## src/rtl/decoder_ctrl_pkg.sv

```systemverilog
// Shared types and helpers for the LED decoder sequencer.
// Covers the mode encoding, the ping-pong direction flag and the per-step next-state helpers.
package decoder_ctrl_pkg;

    typedef enum logic [1:0] {
        MODE_MANUAL   = 2'b00,
        MODE_SCAN     = 2'b01,
        MODE_PINGPONG = 2'b10
    } mode_e;

    localparam logic       DIR_UP   = 1'b0;
    localparam logic       DIR_DOWN = 1'b1;
    localparam logic [1:0] SEL_MAX  = 2'd3;

    // Button-driven cycle MANUAL -> SCAN -> PINGPONG -> MANUAL; anything else recovers to MANUAL.
    function automatic mode_e next_mode(input mode_e cur);
        mode_e nxt;
        case (cur)
            MODE_MANUAL:   nxt = MODE_SCAN;
            MODE_SCAN:     nxt = MODE_PINGPONG;
            MODE_PINGPONG: nxt = MODE_MANUAL;
            default:       nxt = MODE_MANUAL;
        endcase
        return nxt;
    endfunction

    // One bounce step: returns {next_dir, next_sel}; the direction flips on reaching an endpoint.
    function automatic logic [2:0] pingpong_next(input logic [1:0] sel, input logic dir);
        logic [1:0] nsel;
        logic       ndir;
        if (dir == DIR_UP) begin
            nsel = sel + 2'd1;
            if (nsel == SEL_MAX) begin
                ndir = DIR_DOWN;
            end else begin
                ndir = DIR_UP;
            end
        end else begin
            nsel = sel - 2'd1;
            if (nsel == 2'd0) begin
                ndir = DIR_UP;
            end else begin
                ndir = DIR_DOWN;
            end
        end
        return {ndir, nsel};
    endfunction

endpackage

```

## src/rtl/sync_debounce.sv

```systemverilog
// Two-flop synchronizer followed by a stable-level filter for one raw pad input.
// The output takes a new level only after DEB_CYCLES consecutive differing samples.
module sync_debounce #(
    parameter int DEB_CYCLES = 120000
) (
    input  logic clk,
    input  logic rst_n,
    input  logic din,
    output logic dout
);

    localparam int             CW       = (DEB_CYCLES > 0) ? $clog2(DEB_CYCLES + 1) : 1;
    localparam logic [CW-1:0]  CNT_LAST = CW'(DEB_CYCLES - 1);

    logic          sync1_q, sync1_d;
    logic          sync2_q, sync2_d;
    logic          stable_q, stable_d;
    logic [CW-1:0] cnt_q, cnt_d;

    // Next-state: shift the synchronizer, count runs of samples that disagree with the stable level.
    always_comb begin
        sync1_d  = din;
        sync2_d  = sync1_q;
        stable_d = stable_q;
        cnt_d    = cnt_q;
        if (sync2_q != stable_q) begin
            if (cnt_q == CNT_LAST) begin
                stable_d = sync2_q;
                cnt_d    = '0;
            end else begin
                cnt_d    = cnt_q + CW'(1);
            end
        end else begin
            cnt_d = '0;
        end
    end

    // State registers with asynchronous reset to the released level.
    always_ff @(posedge clk or negedge rst_n) begin
        if (!rst_n) begin
            sync1_q  <= 1'b0;
            sync2_q  <= 1'b0;
            stable_q <= 1'b0;
            cnt_q    <= '0;
        end else begin
            sync1_q  <= sync1_d;
            sync2_q  <= sync2_d;
            stable_q <= stable_d;
            cnt_q    <= cnt_d;
        end
    end

    assign dout = stable_q;

endmodule

```

## src/rtl/decoder_scan_ctrl.sv

```systemverilog
// Select/enable sequencer for the 2-to-4 LED decoder: manual, scan and ping-pong modes,
// cycled by a debounced push-button.
module decoder_scan_ctrl
    import decoder_ctrl_pkg::*;
#(
    parameter int TICK_DIV   = 6000000,
    parameter int DEB_CYCLES = 120000
) (
    input  logic       clk,
    input  logic       rst_n,
    input  logic [1:0] sw,
    input  logic       mode_btn,
    output logic [1:0] sel,
    output logic       dec_en,
    output logic [1:0] mode,
    output logic       step
);

    localparam int            PW         = (TICK_DIV > 1) ? $clog2(TICK_DIV) : 1;
    localparam logic [PW-1:0] PRESC_LAST = PW'(TICK_DIV - 1);

    logic [1:0] sw_db_s;
    logic       btn_db_s;
    logic       btn_rise_s;
    logic       tick_s;
    logic [2:0] pp_next_s;

    mode_e         mode_q, mode_d;
    logic [1:0]    sel_q, sel_d;
    logic          dir_q, dir_d;
    logic [PW-1:0] presc_q, presc_d;
    logic          step_q, step_d;
    logic          dec_en_q, dec_en_d;
    logic          btn_prev_q, btn_prev_d;

    sync_debounce #(.DEB_CYCLES(DEB_CYCLES)) u_sw0 (
        .clk   (clk),
        .rst_n (rst_n),
        .din   (sw[0]),
        .dout  (sw_db_s[0])
    );

    sync_debounce #(.DEB_CYCLES(DEB_CYCLES)) u_sw1 (
        .clk   (clk),
        .rst_n (rst_n),
        .din   (sw[1]),
        .dout  (sw_db_s[1])
    );

    sync_debounce #(.DEB_CYCLES(DEB_CYCLES)) u_btn (
        .clk   (clk),
        .rst_n (rst_n),
        .din   (mode_btn),
        .dout  (btn_db_s)
    );

    // Next-state for mode, prescaler, select, direction and the step pulse.
    always_comb begin
        btn_rise_s = btn_db_s & ~btn_prev_q;
        tick_s     = ((mode_q == MODE_SCAN) || (mode_q == MODE_PINGPONG)) && (presc_q == PRESC_LAST);
        pp_next_s  = pingpong_next(sel_q, dir_q);

        mode_d     = mode_q;
        sel_d      = sel_q;
        dir_d      = dir_q;
        presc_d    = presc_q;
        step_d     = 1'b0;
        dec_en_d   = 1'b1;
        btn_prev_d = btn_db_s;

        case (mode_q)
            MODE_MANUAL, MODE_SCAN, MODE_PINGPONG: begin
                if (btn_rise_s) begin
                    mode_d = next_mode(mode_q);
                end else begin
                    mode_d = mode_q;
                end
            end
            default: mode_d = MODE_MANUAL;
        endcase

        // A mode change overrides any tick landing in the same cycle.
        if (mode_d != mode_q) begin
            presc_d = '0;
            dir_d   = DIR_UP;
            if (mode_d == MODE_MANUAL) begin
                sel_d = sw_db_s;
            end else begin
                sel_d = 2'b00;
            end
        end else if (mode_q == MODE_MANUAL) begin
            presc_d = '0;
            sel_d   = sw_db_s;
        end else if (tick_s) begin
            presc_d = '0;
            step_d  = 1'b1;
            if (mode_q == MODE_SCAN) begin
                sel_d = sel_q + 2'd1;
            end else begin
                sel_d = pp_next_s[1:0];
                dir_d = pp_next_s[2];
            end
        end else begin
            presc_d = presc_q + PW'(1);
        end
    end

    // All sequencer state and registered outputs.
    always_ff @(posedge clk or negedge rst_n) begin
        if (!rst_n) begin
            mode_q     <= MODE_MANUAL;
            sel_q      <= 2'b00;
            dir_q      <= DIR_UP;
            presc_q    <= '0;
            step_q     <= 1'b0;
            dec_en_q   <= 1'b0;
            btn_prev_q <= 1'b0;
        end else begin
            mode_q     <= mode_d;
            sel_q      <= sel_d;
            dir_q      <= dir_d;
            presc_q    <= presc_d;
            step_q     <= step_d;
            dec_en_q   <= dec_en_d;
            btn_prev_q <= btn_prev_d;
        end
    end

    assign sel    = sel_q;
    assign dec_en = dec_en_q;
    assign mode   = mode_q;
    assign step   = step_q;

endmodule

```

## config.mk

```make
export PLATFORM = sky130hd
export DESIGN_NAME = decoder_scan_ctrl
export DESIGN_NICKNAME = d
export VERILOG_FILES = /design/src/rtl/decoder_ctrl_pkg.sv /design/src/rtl/sync_debounce.sv /design/src/rtl/decoder_scan_ctrl.sv
export SDC_FILE = /design/constraint.sdc
export NUM_CORES = 1
export LEC_CHECK = 0
export CAP_MARGIN = 30
export CORE_MARGIN = 2
export CORE_UTILIZATION = 55
export CTS_BUF_LIST = sky130_fd_sc_hd__clkbuf_8
export CTS_CLUSTER_DIAMETER = 200
export DETAILED_ROUTE_END_ITERATION = 8
export DONT_BUFFER_PORTS = 1
export GPL_TIMING_DRIVEN = 0
export PLACE_DENSITY = 0.79
export SLEW_MARGIN = 20
export SYNTH_ARGS = -nofsm -noshare
export SYNTH_HDL_FRONTEND = slang
export SYNTH_SLANG_ARGS = --single-unit
```

## constraint.sdc

```tcl
create_clock -name clk -period 2.5 [get_ports clk]
set_input_delay 0.5 -clock clk [delete_from_list [all_inputs] [get_ports clk]]
set_output_delay 0.5 -clock clk [all_outputs]
set_load 0.05 [all_outputs]
```

==> results_dict.tcl, run 1 <==
set metrics [dict create \
    outcome "finished, violations left" \
    violations "negative hold slack" \
    fin_nets 460 \
    die_x_um 93.07 \
    cp_cell_sequence "inv_1 -> ha_1 -> nand4_1 -> nor4_4 -> or2_4 -> buf_6 -> nor2_1" \
    yosys.cell_types.count 43 \
    grt_pass1_vias 2970 \
    startpoint_type "flop" \
    synth_seq_area_share 0.5219 \
    final_core_util 0.6160 \
    dpl_worst_slack_ns -0.04347 \
    antenna_found_initial 0 \
    rows 32 \
    tns_ns 0 \
    slew_violations 0 \
    cp-startpoint "mode[1]$_DFF_PN0_" \
    n_antenna_cell 0 \
    drtIter0Drc 163 \
    clockBufferDepth 2 \
    finalCriticalPeriod_ns 2.298 \
    synth_top_area_cell "dfrtp_1" \
    timing.max_cap.violations 0 \
    via_per_inst 5.430 \
    whs_ns -0.1792 \
    tightest_slew_ns 0.6168 \
    seqPwrFrac 0.549 \
    yosysTopAreaCellShare 0.5219 \
    cts.sinks 91 \
    cp_slowest_cell "dfrtp_2" \
    ant_nets 0 \
    powerDensity_nw_per_um2 578.7 \
    grt_overflow 0 \
    regArea_um2 2280 \
    cts_tree "done" \
    drive_gt1_frac 0.07539 \
    syn_inst 436 \
    synth_area_um2 4363 \
    fin_cells 553 \
    synth_nets 450 \
    critPathKind "flop to flop" \
    initial_utilization 0.5675 \
    p_leak_nw 1.988 \
    netSwitchingFraction 0.2064 \
    synth_edf_count 0 \
    num_vias 3003 \
    crit_end "presc_q[7]$_DFF_PN0_" \
    clock.fmax_mhz 435.1 \
    port_buffers 0 \
    hold_viol 91 \
    drc 0 \
    fillCellCount 631 \
    cts_root_buf "clkbuf_8" \
    ys_warn_count 0 \
    ios 11 \
    postRouteWirelength_mm 7.605 \
    slowest_delay_ns 0.61 \
    vdd_ir_drop_max_v 0.0002170 \
    r2r_end "presc_q[7]$_DFF_PN0_" \
    wl_per_cell_um 13.75 \
    dp_cells 538 \
    slew_headroom 0.5888 \
    first_pass_iters 4 \
    intPower_mw 2.175 \
    synth_area_leaders "dfrtp_1, xnor2_1, nor2_1" \
    areaGrowthSynthToFinish_pct 8.546 \
    syn_area_per_cell_um2 10.01 \
    yosys_register_bits 91 \
    r2r_slack_ns 0.20 \
    p_sw_mw 0.5657 \
    setup_viol 0 \
    post-route-period-util 0.9193 \
    cts_setup_buffers 0 \
    worst_ep_arrival_time_ns 2.55 \
    clock_power_share 0.436 \
    ys_async_sr_fraction 1.000 \
    multi_input_area_um2 1967 \
    die_area_um2 8661 \
    power_frac_comb 0.015 \
    grt_pass1_wl_mm 13.41 \
    worstPathMaxFanout 10 \
    skew_ns 0.009942 \
    min-delay-path-class "primary input to asynchronous set/reset pin" \
    cts.clk_slew.worst_paths_ns 0.09 \
    insertion_delay_ns 0.36 \
    die_h_um 93.07 \
    coreArea_um2 7687 \
    ys.flop_type "dfrtp_1" \
    dpl.hpwl_mm 5.184 \
    htree_levels 3 \
    required_ns 2.75 \
    grt_max_degree 92 \
    cts_buffers 9 \
    r2r_cells 7 \
    reg2reg_from "mode[1]$_DFF_PN0_" \
    grtUsageTotal 0.1944 \
    end_kind "flop" \
    rsz0062_at_grt "no" \
    fin_ws_ns 0.2018 \
    globalplace.congestion 0.7972 \
]
## logic make-up after synthesis
logic type	synth area share
and+or+nand+nor	0.2426
DFF	0.5219
xor gates and xnor gates	0.1425
buffers and inverters	0.02724
AOI/OAI and AO/OA	0.02896
adders and majority gates	0.02581
muxes	0.01004
other	0.0008595
## layout make-up
cell class,count,share of cell area
Multi-Input combinational cell,319,0.4153
Clock buffer,9,0.02616
Inverter,15,0.01189
Clock inverter,7,0.02589
Sequential cell,91,0.4814
Buffer,10,0.01242
Tap cell,102,0.02695
## metrics by stage
stage | hold WS [ns] | total power [mW] | area (µm²)
5_1_grt | -0.1967 | 2.850 | 4736
6_report | -0.1792 | 2.740 | 4736
2_1_floorplan | 0.2044 | 1.565 | 4363
3_5_place_dp | 0.2064 | 1.575 | 4491
3_3_place_gp | 0.2070 | 1.574 | 4491
4_1_cts | -0.1899 | 2.763 | 4740
## flip-flops by register name (all words and copies together), names as in the netlist
name	cells
mode	2
u_sw0.sync1_q	1
step	1
u_btn.cnt_q	17
u_sw0.dout	1
u_btn.sync2_q	1
presc_q	23
u_sw1.dout	1
u_sw1.sync2_q	1
u_btn.dout	1
sel	2
u_sw1.sync1_q	1
u_btn.sync1_q	1
btn_prev_q	1
dec_en	1
u_sw0.sync2_q	1
u_sw0.cnt_q	17
u_sw1.cnt_q	17
dir_q	1
## worst max-delay path, delay by kind of cell (launching register included)
kind          cells  cell delay [ns]
flops             1             0.61
fa+ha+maj         1             0.32
buf+inv           2             0.33
simple gates      4             0.92
## synthesized netlist by cell type (2+ instances only)
master and instances:
or2_2 2, inv_1 15, nor4bb_1 2, ha_1 9
mux2_2 3, xnor2_1 41, nand4_1 21, nand2_1 26
and4_1 5, o211ai_1 2, nor4_1 7, dfrtp_1 91
nand3_1 21, o21ai_0 4, a22oi_1 2, a21oi_1 5
nor3_1 12, nor2_1 92, and2_1 4, and3_1 11
buf_6 2, xor2_1 30, nor2b_1 3, buf_2 4
clkbuf_1 4
## power by group through the flow
stage	Clock [mW]	Sequential (mW)	Combinational, mW
global placement	0	1.53	0.0403
finish	1.19	1.51	0.0414
floorplan	0	1.53	0.0337
CTS	1.22	1.51	0.0417
detailed placement	0	1.53	0.0410
global route	1.29	1.51	0.0483
## routing by layer
metal | up-vias | track usage | wire length, µm
li1 | 1480 | - | -
met1 | 1459 | 0.2658 | 3556
met2 | 49 | 0.3037 | 3644
met3 | 15 | 0.03465 | 224
met4 | 0 | 0.09069 | 180
met5 | - | 0 | 0
## worst min-delay path by stage
stage / from / to / slack (ns) / cells past startpoint
4_1_cts: rst_n / u_sw1.cnt_q[6]$_DFF_PN0_ / -0.19 / 0
3_3_place_gp: rst_n / dec_en$_DFF_PN0_ / 0.21 / 0
2_1_floorplan: rst_n / btn_prev_q$_DFF_PN0_ / 0.20 / 0
5_1_grt: rst_n / u_btn.cnt_q[4]$_DFF_PN0_ / -0.20 / 0
6_report: rst_n / presc_q[4]$_DFF_PN0_ / -0.18 / 0
3_5_place_dp: rst_n / presc_q[4]$_DFF_PN0_ / 0.21 / 0
## what timing repair did
| item | in CTS | in global routing |
|---|---|---|
| setup endpoints to repair | 20 | 14 |
| resized for setup | 2 | 0 |
| endpoints found under the hold margin | 91 | 91 |
| cloned | 0 | 0 |
## layout by cell type, fill, tap and decap left out, types with 9 or more instances in the layout
| cell type | Yosys | final |
|---|---|---|
| clkbuf_8 | 0 | 9 |
| nor3_1 | 12 | 12 |
| xor2_1 | 30 | 30 |
| inv_1 | 15 | 15 |
| xnor2_1 | 41 | 41 |
| and3_1 | 11 | 11 |
| nand3_1 | 21 | 21 |
| nand4_1 | 21 | 21 |
| dfrtp_1 | 91 | 89 |
| ha_1 | 9 | 9 |
| nor2_1 | 92 | 92 |
| nand2_1 | 26 | 26 |
(Power assumes the default switching activity.)
==> run 2: changes to the inputs <==
--- a/config.mk
+++ b/config.mk
@@ -6,7 +6,7 @@
 export NUM_CORES = 1
 export LEC_CHECK = 0
 export CAP_MARGIN = 30
-export CORE_MARGIN = 2
+export CORE_MARGIN = 4
 export CORE_UTILIZATION = 55
 export CTS_BUF_LIST = sky130_fd_sc_hd__clkbuf_8
 export CTS_CLUSTER_DIAMETER = 200
==> results_dict.tcl, run 2 (synthesized netlist as in run 1, its figures left out) <==
set metrics [dict create \
    drc 0 \
    p_leak_nw 1.953 \
    end_kind "flop" \
    power_frac_comb 0.017 \
    post-route-period-util 0.9240 \
    insertion_delay_ns 0.35 \
    worstPathMaxFanout 10 \
    skew_ns 0.008911 \
    most-common-layout-cells "nor2_1, dfrtp_1, xnor2_1, xor2_1, nand2_1" \
    final_common_cell "nor2_1" \
    worst_ep_arrival_time_ns 2.55 \
    clock_power_share 0.365 \
    grt_max_degree 92 \
    cts.sinks 91 \
    rsz0062_at_grt "no" \
    fin_cells 553 \
    clock.fmax_mhz 432.9 \
    areaGrowthSynthToFinish_pct 7.083 \
    cts.clk_slew.worst_paths_ns 0.09 \
    cts_root_buf "clkbuf_8" \
    grt_pass1_wl_mm 13.63 \
    violations "negative hold slack" \
    stdcell_area_um2 4672 \
    netSwitchingFraction 0.2239 \
    fin_nets 460 \
    via_per_inst 5.398 \
    startpoint_type "flop" \
    grt_overflow 0 \
    initial_utilization 0.5646 \
    grt_pass1_vias 3056 \
    first_pass_iters 4 \
    dpl.hpwl_mm 5.290 \
    grtUsageTotal 0.1738 \
    slowest_delay_ns 0.62 \
    drive_gt1_frac 0.07317 \
    timing.max_cap.violations 0 \
    p_sw_mw 0.5454 \
    tightest_slew_ns 0.6354 \
    largest_reg_flops 23 \
    cp_slowest_cell "dfrtp_2" \
    intPower_mw 1.890 \
    num_vias 2985 \
    wl_per_cell_um 13.65 \
    whs_ns -0.1665 \
    cp_cell_sequence "inv_1 -> ha_1 -> nand4_1 -> nor4_4 -> or2_4 -> buf_6 -> nor2_1" \
    seqPwrFrac 0.618 \
    setup_viol 0 \
    cts_buffers 9 \
    globalplace.congestion 0.8299 \
    die_area_um2 9422 \
    die_x_um 97.07 \
    outcome "finished, violations left" \
    ant_nets 0 \
    htree_levels 3 \
    antenna_found_initial 0 \
    die_h_um 97.07 \
    required_ns 2.74 \
    finalCriticalPeriod_ns 2.310 \
    largest-register "presc_q" \
    slew_headroom 0.5764 \
    critPathKind "flop to flop" \
    port_buffers 0 \
    n_antenna_cell 0 \
    drtIter0Drc 152 \
    rows 32 \
    dpl_cell_area_um2 4491 \
    coreArea_um2 7727 \
    finalPower_mw 2.436 \
    slew_violations 0 \
    powerDensity_nw_per_um2 521.3 \
    dp_cells 538 \
    cts_tree "done" \
    final_core_util 0.6046 \
    vdd_ir_drop_max_v 0.0002419 \
    ios 11 \
    min-delay-path-class "primary input to asynchronous set/reset pin" \
    fillCellCount 634 \
    clockBufferDepth 2 \
    postRouteWirelength_mm 7.551 \
    hold_viol 91 \
]
## run 2: timing repair
item,4_1_cts,5_1_grt
setup endpoints to repair,21,7
buffers inserted,0,0
resized for setup,2,1
hold endpoints to repair,91,91
pin swaps,0,0
## run 2: critical path: cells and delay by family (launching register included)
kind / cells / cell delay [ns]
fa+ha+maj: 1 / 0.34
buf+inv: 2 / 0.32
flops: 1 / 0.62
simple gates: 4 / 0.92
## run 2: through the flow
step           worst slack [ns]   TNS [ns]
2_1_floorplan            0.2860          0
3_3_place_gp         -0.0005838  -0.001430
3_5_place_dp           -0.07734     -1.104
4_1_cts                  0.1153          0
5_1_grt                 0.01863          0
6_report                 0.1899          0
## run 2: final timing paths
| path | startpoint | endpoint | slack (ns) | cells after the start |
|---|---|---|---|---|
| max | mode[0]$_DFF_PN0_ | presc_q[18]$_DFF_PN0_ | 0.19 | 7 |
| min | rst_n | dec_en$_DFF_PN0_ | -0.17 | 0 |
| max reg2reg | mode[0]$_DFF_PN0_ | presc_q[18]$_DFF_PN0_ | 0.19 | 7 |
| min reg2reg | u_btn.sync1_q$_DFF_PN0_ | u_btn.sync2_q$_DFF_PN0_ | 0.35 | 0 |
| max in group asynchronous | rst_n | u_btn.cnt_q[0]$_DFF_PN0_ | 2.50 | 0 |
| min in group clk | sw[1] | u_sw1.sync1_q$_DFF_PN0_ | 0.17 | 0 |
## run 2: area by class of cell
type | count | area, µm² | area share
Multi-Input combinational cell | 319 | 1967 | 0.4210
Clock inverter | 6 | 42.54 | 0.009106
Buffer | 10 | 58.81 | 0.01259
Clock buffer | 10 | 137.6 | 0.02946
Inverter | 15 | 56.30 | 0.01205
Tap cell | 102 | 127.6 | 0.02732
Sequential cell | 91 | 2282 | 0.4885
## run 2: routing by layer
layer / share of wire / vias to the layer above / track usage / wire length, µm
met1: 0.46 / 1461 / 0.2223 / 3465
met5: 0 / - / 0 / 0
li1: - / 1477 / - / -
met4: 0.017 / 0 / 0.06695 / 130
met3: 0.024 / 11 / 0.03374 / 182
met2: 0.50 / 36 / 0.2925 / 3772
## run 2: power groups by stage
stage | sequential, mW | clock (mW) | combinational, mW
floorplan | 1.53 | 0 | 0.0337
finish | 1.50 | 0.889 | 0.0414
global route | 1.51 | 0.982 | 0.0477
global placement | 1.53 | 0 | 0.0403
CTS | 1.51 | 0.923 | 0.0421
detailed placement | 1.53 | 0 | 0.0423
==> run 3: changes to the inputs <==
--- a/config.mk
+++ b/config.mk
@@ -7,13 +7,13 @@
 export LEC_CHECK = 0
 export CAP_MARGIN = 30
 export CORE_MARGIN = 4
-export CORE_UTILIZATION = 55
+export CORE_UTILIZATION = 45
 export CTS_BUF_LIST = sky130_fd_sc_hd__clkbuf_8
 export CTS_CLUSTER_DIAMETER = 200
 export DETAILED_ROUTE_END_ITERATION = 8
 export DONT_BUFFER_PORTS = 1
 export GPL_TIMING_DRIVEN = 0
-export PLACE_DENSITY = 0.79
+export PLACE_DENSITY = 0.69
 export SLEW_MARGIN = 20
 export SYNTH_ARGS = -nofsm -noshare
 export SYNTH_HDL_FRONTEND = slang
==> results_dict.tcl, run 3 (synthesized netlist as in run 1, its figures left out) <==
set metrics [dict create \
    seqPwrFrac 0.609 \
    globalplace.congestion 0.7796 \
    tns_ns 0 \
    htree_levels 3 \
    crit_family "simple AND/OR/NAND/NOR gates" \
    initial_utilization 0.4677 \
    dpl.hpwl_mm 5.117 \
    slew_headroom 0.6023 \
    cts_buffers 9 \
    tightest_slew_ns 0.5966 \
    critPathKind "flop to flop" \
    cts_setup_buffers 0 \
    cts.clk_slew.worst_paths_ns 0.09 \
    violations "negative hold slack" \
    grt_overflow 0 \
    p_sw_mw 0.5708 \
    port_buffers 0 \
    p_leak_nw 1.960 \
    required_ns 2.75 \
    most-common-layout-cells "nor2_1, dfrtp_1, xnor2_1, xor2_1, nand2_1" \
    grt_pass1_vias 3009 \
    cp_slowest_cell "dfrtp_2" \
    rows 35 \
    first_pass_iters 4 \
    drc 0 \
    cts_root_buf "clkbuf_8" \
    crit_buf_inv 2 \
    n_antenna_cell 0 \
    grt_pass1_wl_mm 13.61 \
    drtIter0Drc 82 \
    vdd_ir_drop_max_v 0.0002037 \
    drive_gt1_frac 0.07539 \
    die_x_um 106.5 \
    timing.max_cap.violations 0 \
    finalCriticalPeriod_ns 2.306 \
    coreArea_um2 9328 \
    power_frac_comb 0.017 \
    areaGrowthSynthToFinish_pct 8.030 \
    postRouteWirelength_mm 7.458 \
    fillCellCount 886 \
    cp_cell_sequence "inv_1 -> ha_1 -> nand4_1 -> nor4_4 -> or2_4 -> buf_6 -> nor2_1" \
    slew_violations 0 \
    multi_input_area_um2 1967 \
    ios 11 \
    fin_nets 460 \
    netSwitchingFraction 0.2309 \
    die_h_um 106.5 \
    ant_nets 0 \
    slowest_delay_ns 0.62 \
    rsz0062_at_grt "no" \
    clockBufferDepth 2 \
    cts_tree "done" \
    via_per_inst 5.117 \
    setup_viol 0 \
    worstPathMaxFanout 10 \
    post-route-period-util 0.9225 \
    die_area_um2 11330 \
    intPower_mw 1.901 \
    final_common_cell "nor2_1" \
    wl_per_cell_um 12.86 \
    insertion_delay_ns 0.36 \
    r2r_slack_ns 0.19 \
    fin_ws_ns 0.1937 \
    antenna_found_initial 0 \
    grtUsageTotal 0.1472 \
    powerDensity_nw_per_um2 524.4 \
    hold_viol 91 \
    clock_power_share 0.374 \
    dpl_worst_slack_ns -0.1206 \
    regArea_um2 2282 \
    num_vias 2968 \
    startpoint_type "flop" \
    skew_ns 0.01454 \
    outcome "finished, violations left" \
    largest_reg_flops 23 \
    worst_ep_arrival_time_ns 2.56 \
    whs_ns -0.1720 \
    largest-register "presc_q" \
    end_kind "flop" \
    grt_max_degree 92 \
    clock.fmax_mhz 433.6 \
    cts.sinks 91 \
    finalPower_mw 2.472 \
    min-delay-path-class "primary input to asynchronous set/reset pin" \
]
-- run 3: cell types whose count changed in the layout (fill, tap and decap cells not counted), sizes merged --
cell and delta:
clkinv +2, clkinvlp -2
-- run 3: final timing paths --
check | startpoint | endpoint | cells past startpoint
max | mode[0]$_DFF_PN0_ | presc_q[5]$_DFF_PN0_ | 7
max in group asynchronous | rst_n | presc_q[22]$_DFF_PN0_ | 0
max reg2reg | mode[0]$_DFF_PN0_ | presc_q[5]$_DFF_PN0_ | 7
min | rst_n | presc_q[11]$_DFF_PN0_ | 0
min reg2reg | u_sw0.sync1_q$_DFF_PN0_ | u_sw0.sync2_q$_DFF_PN0_ | 0
min in group clk | sw[1] | u_sw1.sync1_q$_DFF_PN0_ | 0
-- run 3: metal layers --
layer,part of all wire,up-vias,track usage
met5,0,-,0
met2,0.48,21,0.2421
met1,0.48,1452,0.1932
met3,0.024,11,0.03279
li1,-,1484,-
met4,0.014,0,0.04932
-- run 3: final cells by class --
class                           count  area share
Sequential cell                    91      0.4842
Multi-Input combinational cell    319      0.4173
Tap cell                          129     0.03424
Clock buffer                       10     0.02920
Buffer                             10     0.01248
Inverter                           15     0.01195
Clock inverter                      6     0.01062
-- run 3: worst reg2reg max path, stage by stage (launching register included) --
cell and delay [ns]:
dfrtp_2 0.62, inv_1 0.19, ha_1 0.34, nand4_1 0.14
nor4_4 0.50, or2_4 0.24, buf_6 0.14, nor2_1 0.05
-- run 3: repair_timing --
| action | 4_1_cts | 5_1_grt |
|---|---|---|
| gates cloned | 0 | 0 |
| resized for setup | 2 | 1 |
| endpoints found under the setup margin | 21 | 9 |
| hold endpoints to repair | 91 | 91 |
-- run 3: power by group through the flow --
stage          clock network [mW]  registers, mW  logic, mW
3_5_place_dp                    0           1.53     0.0428
2_1_floorplan                   0           1.53     0.0337
4_1_cts                     0.962           1.51     0.0427
3_3_place_gp                    0           1.53     0.0410
5_1_grt                      1.04           1.51     0.0499
6_report                    0.925           1.50     0.0415
-- run 3: per-stage QoR --
step,cells,utilization,instance area [µm²]
2_1_floorplan,436,-,4363
3_5_place_dp,565,0.4850,4524
3_3_place_gp,565,0.4850,4524
4_1_cts,581,0.5054,4715
6_report,580,0.5053,4713
5_1_grt,580,0.5053,4713
